[src/rtl/timing_pkg.sv]
// ============================================================================
// Module      : timing_pkg
// Description : Shared types and constants for the 6502 cycle timing generator.
// Revision    : 1.0
// ============================================================================
`default_nettype none

package timing_pkg;

    typedef enum logic [6:0] {
        ST_T0 = 7'b0000001,
        ST_T1 = 7'b0000010,
        ST_T2 = 7'b0000100,
        ST_T3 = 7'b0001000,
        ST_T4 = 7'b0010000,
        ST_T5 = 7'b0100000,
        ST_T6 = 7'b1000000
    } tstate_t;

    typedef enum logic [1:0] {
        VEC_RST = 2'd0,
        VEC_NMI = 2'd1,
        VEC_IRQ = 2'd2
    } vec_t;

    // Bit order is {Z_ADL2, Z_ADL1, Z_ADL0}; bit 0 is set for every vector.
    localparam logic [2:0] c_ZADL_RST = 3'b011;
    localparam logic [2:0] c_ZADL_NMI = 3'b101;
    localparam logic [2:0] c_ZADL_IRQ = 3'b001;

    function automatic logic [2:0] f_zadl_mask(input vec_t vec);
        logic [2:0] mask;
        case (vec)
            VEC_RST: mask = c_ZADL_RST;
            VEC_NMI: mask = c_ZADL_NMI;
            default: mask = c_ZADL_IRQ;
        endcase
        return mask;
    endfunction

endpackage

`default_nettype wire

[src/rtl/timing_gen_int_ctrl.sv]
// ============================================================================
// Module      : int_ctrl
// Description : Interrupt sequencer: NMI edge, pending reset/NMI, BRK forcing,
//               vector latch and ADL zeroing controls.
// Revision    : 1.0
// ============================================================================
`default_nettype none

module int_ctrl
    import timing_pkg::*;
(
    input  logic       clk,
    input  logic       rst,
    input  logic       i_stall,
    input  tstate_t    i_state,
    input  logic       i_tres,
    input  logic       i_brk_inst,
    input  logic       i_irq,
    input  logic       i_nmi,
    input  logic       i_iflag,
    output logic       o_brk_force,
    output logic       o_wr_inh,
    output logic       o_brk6e,
    output logic [2:0] o_z_adl
);

    logic       r_nmi_prev;
    logic       r_nmi_pend;
    logic       r_reset_pend;
    logic       r_brk_force;
    vec_t       r_vec;
    logic [2:0] r_z_adl;

    logic       w_run;
    logic       w_nmi_edge;
    logic       w_brk6e;
    logic       w_vec_latch;
    logic       w_int_req;
    logic       w_z_keep;
    vec_t       w_vec_sel;

    assign w_run       = ~i_stall;
    assign w_nmi_edge  = i_nmi & ~r_nmi_prev;
    assign w_brk6e     = (i_state == ST_T6) & i_brk_inst & w_run;
    assign w_vec_latch = w_run & (i_state == ST_T4) & i_brk_inst & ~i_tres;
    assign w_int_req   = r_reset_pend | r_nmi_pend | (i_irq & ~i_iflag);
    // Z_ADL survives only the T5 -> T6 step of the vector fetch.
    assign w_z_keep    = (i_state == ST_T5) & ~i_tres;

    always_comb begin
        w_vec_sel = VEC_IRQ;
        if (r_reset_pend) begin
            w_vec_sel = VEC_RST;
        end else if (r_nmi_pend) begin
            w_vec_sel = VEC_NMI;
        end
    end

    // The edge detector runs every cycle so an NMI edge during a stall is kept.
    always_ff @(posedge clk) begin
        if (rst) begin
            r_nmi_prev   <= 1'b0;
            r_nmi_pend   <= 1'b0;
            r_reset_pend <= 1'b1;
            r_brk_force  <= 1'b1;
            r_vec        <= VEC_RST;
            r_z_adl      <= 3'b000;
        end else begin
            r_nmi_prev <= i_nmi;

            if (w_nmi_edge) begin
                r_nmi_pend <= 1'b1;
            end else if (w_brk6e && (r_vec == VEC_NMI)) begin
                r_nmi_pend <= 1'b0;
            end

            if (w_brk6e) begin
                r_reset_pend <= 1'b0;
            end

            if (w_run && (i_state == ST_T0) && w_int_req) begin
                r_brk_force <= 1'b1;
            end else if (w_run && (i_state == ST_T2)) begin
                r_brk_force <= 1'b0;
            end

            if (w_vec_latch) begin
                r_vec   <= w_vec_sel;
                r_z_adl <= f_zadl_mask(w_vec_sel);
            end else if (w_run && !w_z_keep) begin
                r_z_adl <= 3'b000;
            end
        end
    end

    assign o_brk_force = r_brk_force;
    assign o_wr_inh    = r_reset_pend;
    assign o_brk6e     = w_brk6e;
    assign o_z_adl     = r_z_adl;

endmodule

`default_nettype wire

[src/rtl/timing_gen.sv]
// ============================================================================
// Module      : timing_gen
// Description : 6502 T-state generator with ready stall and interrupt-to-BRK
//               sequencing for the random control logic.
// Revision    : 1.0
// ============================================================================
`default_nettype none

module timing_gen
    import timing_pkg::*;
(
    input  logic PHI0,
    input  logic RST,
    input  logic RDY,
    input  logic TRES,
    input  logic BRK_INST,
    input  logic WR_CYCLE,
    input  logic IRQ,
    input  logic NMI,
    input  logic I_FLAG,
    output logic T0,
    output logic T1,
    output logic T2,
    output logic T3,
    output logic T4,
    output logic T5,
    output logic T6,
    output logic SYNC,
    output logic _ready,
    output logic BRK6E,
    output logic BRK_FORCE,
    output logic WR_INH,
    output logic Z_ADL0,
    output logic Z_ADL1,
    output logic Z_ADL2
);

    tstate_t    r_state;
    logic       r_stall;
    logic [2:0] w_z_adl;

    always_ff @(posedge PHI0) begin
        if (RST) begin
            r_state <= ST_T1;
            r_stall <= 1'b0;
        end else begin
            r_stall <= ~RDY & ~WR_CYCLE;
            if (!r_stall) begin
                case (r_state)
                    ST_T0:   r_state <= ST_T1;
                    ST_T1:   r_state <= TRES ? ST_T0 : ST_T2;
                    ST_T2:   r_state <= TRES ? ST_T0 : ST_T3;
                    ST_T3:   r_state <= TRES ? ST_T0 : ST_T4;
                    ST_T4:   r_state <= TRES ? ST_T0 : ST_T5;
                    ST_T5:   r_state <= TRES ? ST_T0 : ST_T6;
                    ST_T6:   r_state <= ST_T0;
                    default: r_state <= ST_T1;
                endcase
            end
        end
    end

    int_ctrl u_int_ctrl (
        .clk         (PHI0),
        .rst         (RST),
        .i_stall     (r_stall),
        .i_state     (r_state),
        .i_tres      (TRES),
        .i_brk_inst  (BRK_INST),
        .i_irq       (IRQ),
        .i_nmi       (NMI),
        .i_iflag     (I_FLAG),
        .o_brk_force (BRK_FORCE),
        .o_wr_inh    (WR_INH),
        .o_brk6e     (BRK6E),
        .o_z_adl     (w_z_adl)
    );

    assign T0     = (r_state == ST_T0);
    assign T1     = (r_state == ST_T1);
    assign T2     = (r_state == ST_T2);
    assign T3     = (r_state == ST_T3);
    assign T4     = (r_state == ST_T4);
    assign T5     = (r_state == ST_T5);
    assign T6     = (r_state == ST_T6);
    assign SYNC   = (r_state == ST_T1);
    assign _ready = r_stall;
    assign Z_ADL0 = w_z_adl[0];
    assign Z_ADL1 = w_z_adl[1];
    assign Z_ADL2 = w_z_adl[2];

endmodule

`default_nettype wire
[config.mk]
export PLATFORM = sky130hd
export DESIGN_NAME = timing_gen
export DESIGN_NICKNAME = d
export VERILOG_FILES = /design/src/rtl/timing_pkg.sv /design/src/rtl/timing_gen_int_ctrl.sv /design/src/rtl/timing_gen.sv
export SDC_FILE = /design/constraint.sdc
export NUM_CORES = 1
export LEC_CHECK = 0
export ABC_AREA = 0
export BUFFER_PORTS_ARGS = -buffer_cell sky130_fd_sc_hd__buf_4
export CAP_MARGIN = 0
export CORE_ASPECT_RATIO = 1.75
export CORE_UTILIZATION = 33
export DETAILED_ROUTE_END_ITERATION = 8
export PLACE_DENSITY = 0.58
export RECOVER_POWER = 100
export SKIP_CTS_REPAIR_TIMING = 1
export SYNTH_ARGS = -nofsm -noshare
export SYNTH_HDL_FRONTEND = slang
export SYNTH_SLANG_ARGS = --single-unit
export TNS_END_PERCENT = 50
[constraint.sdc]
create_clock -name PHI0 -period 2.23 [get_ports PHI0]
set_clock_uncertainty 0.05 [all_clocks]
set_input_delay 0.446 -clock PHI0 [delete_from_list [all_inputs] [get_ports PHI0]]
set_output_delay 0.446 -clock PHI0 [all_outputs]
set_load 0.01 [all_outputs]
==> flow_summary.ini <==
[outcome]
status = finished clean

[place]
gp_congestion = 0.8404
dp_slack_ns = 0.2180
portBuffers = 23
dp.cells = 141
hpwlAfterDp_um = 1597

[route]
drt_wl_total_um = 2115
drc = 0
ant_nets = 0
via_count = 794
drt_iter0_markers = 31
via_per_inst = 5.401
dr.pass1.iters = 4
routedWlPerCell_um = 14.39

[critical_path]
cp_data_required_time_ns = 1.73
r2r_cells = 5
crit_fanout = 6
worstPathArrival_ns = 1.70
endpoint_kind = output pin
startpoint_type = flop
critPathKind = reg2out

[finish]
syn2layout_area_growth_pct = 30.63
finalNetCount = 131
diodes = 0
layout.cells.non_filler = 147
nFillCells = 259
drive_gt1_frac = 0.2975
multi_input_area_sq_um = 461.7
seqCellArea_sq_um = 346.6

[sta]
hold_viol = 0
slew_viol_final = 0
fmax_mhz = 456.1
setup_viol = 0
max_slew_margin = 0.5353
layout_setup_ws_ns = 0.03753
rsz0062_at_grt = true
period_share = 0.9832
tns_ns = 0
tightest_slew_ns = 0.6970
period_minus_slack_ns = 2.192

[floorplanning]
die-area_sq_um = 2789
core_area_sq_um = 2462
num_io_pins = 24
rows = 24
fp.dieW_um = 40.36
start_util = 0.3450
chipHeight_um = 69.12

[clock_tree]
clkTransAtPathRegs_ns = 0.06
cts_buffers = 3
clock_latency_ns = 0.25
cts_buffer_depth = 2
cts_htree_levels = 1
cts_num_sinks = 17
cts_tree = built
root_buffer = clkbuf_8

[logic_synthesis]
synthTopCellsByCount = 17 x dfxtp_1, 14 x nor2_1, 6 x nand2_1
synth_seq_cells = 17
synth.top_cell.area_share = 0.4006
yosysSeqAreaShare = 0.4006
yosys_warnings = 0
syn_inst = 94
syn_area_sq_um = 849.6
async_flop_share = 0
yosysMostFrequentCell = dfxtp_1
synth_nets = 103
synth_edf_count = 0
synth_area_leader_cell = dfxtp_1
synth.top_cells.by_area = dfxtp_1 40%, nor2_1 6.2%, nor2b_1 2.9%
synth_cell_types = 35
avgSynthCellArea_sq_um = 9.038
ys.flop_type = dfxtp_1

[power]
power.total_w = 0.0006722
ir_drop_mv = 0.4010
powerDensity_nw_per_um2 = 605.7
power_leakage_nw = 0.4823

[global_route]
grt_usage = 0.1593
grt_max_degree = 16
grt_pass1_wl_um = 3187
grt_pass1_vias = 747
grt_antenna_before_repair = 0
grt_overflow = 0

[run]
maxCapViolCount = 0

[hold_path]
hp-class = in2reg
hold_path_depth = 2
metrics by stage:
| stage | area (sq um) | hold WS (ns) | utilization |
|---|---|---|---|
| 6_report | 1110 | 0.2929 | 0.4507 |
| 5_1_grt | 1110 | 0.2788 | 0.4507 |
| 4_1_cts | 1104 | 0.2874 | 0.4482 |
| 3_5_place_dp | 1057 | 0.4070 | 0.4294 |
| 3_3_place_gp | 1057 | 0.3902 | 0.4294 |
| 2_1_floorplan | 849.6 | 0.3956 | - |
worst max-delay path, cell delays in order, from the launching register on:
cell and delay, ns:
dfxtp_4 0.36, or4_4 0.58, nor4b_4 0.33, buf_4 0.18
power breakdown:
group	internal, W	total (W)	switching [W]
Clock	0.000124	0.000226	0.000102
Sequential	0.000315	0.000329	0.0000139
Combinational	0.0000623	0.000117	0.0000548
Total	0.000501	0.000672	0.000171
layout by cell type, fill, tap and decap left out, types with 2 or more instances in the layout:
| master | count |
|---|---|
| clkbuf_1 | 7 |
| nand2_1 | 6 |
| nor3_1 | 3 |
| a21oi_1 | 4 |
| nor2_1 | 14 |
| a22o_1 | 2 |
| nand4_1 | 3 |
| dfxtp_2 | 2 |
| buf_4 | 22 |
| or4b_1 | 2 |
| xnor2_1 | 2 |
| dfxtp_1 | 14 |
| a22oi_1 | 3 |
| inv_1 | 5 |
| nor2b_1 | 4 |
| mux2i_1 | 2 |
| clkbuf_8 | 3 |
| and4b_1 | 2 |
logic make-up (layout without fill, tap and decap cells):
| group | Yosys count | count (layout) | share of synthesized area |
|---|---|---|---|
| AND/OR/NAND/NOR | 44 | 44 | 0.3255 |
| multiplexers | 2 | 2 | 0.02357 |
| AO/OA/AOI/OAI | 17 | 17 | 0.1664 |
| XOR/XNOR | 2 | 2 | 0.02062 |
| flip-flops | 17 | 17 | 0.4006 |
| buffers and inverters | 12 | 39 | 0.06334 |
final timing paths:
path | from | to | slack (ns)
setup / recovery | r_state[1]$_SDFFE_PP1N_ | T2 | 0.04
hold / removal | WR_CYCLE | _ready$_SDFF_PP0_ | 0.29
setup reg to reg | r_state[1]$_SDFFE_PP1N_ | u_int_ctrl.o_brk_force$_SDFFE_PP1P_ | 0.31
hold reg to reg | u_int_ctrl.o_z_adl[0]$_SDFFE_PP0P_ | u_int_ctrl.o_z_adl[0]$_SDFFE_PP0P_ | 0.41
per-layer routing:
layer,track usage,share of wire
met1,0.1701,0.39
met2,0.2769,0.57
met3,0.01929,0.029
met4,0.07778,0.0095
met5,0,0
state kept, by name, summed over array words and instances, names as in the netlist:
register                flops
_ready                      1
r_state                     7
u_int_ctrl.o_brk_force      1
u_int_ctrl.o_wr_inh         1
u_int_ctrl.o_z_adl          3
u_int_ctrl.r_nmi_pend       1
u_int_ctrl.r_nmi_prev       1
u_int_ctrl.r_vec            2
layout make-up:
type,instances,area share
inverter,5,0.01691
clock buffer,3,0.03720
clock inverter,1,0.004510
timing repair buffer,30,0.1838
multi-input combinational,65,0.4160
tap,26,0.02931
sequential,17,0.3123
(Power assumes the default switching activity.)
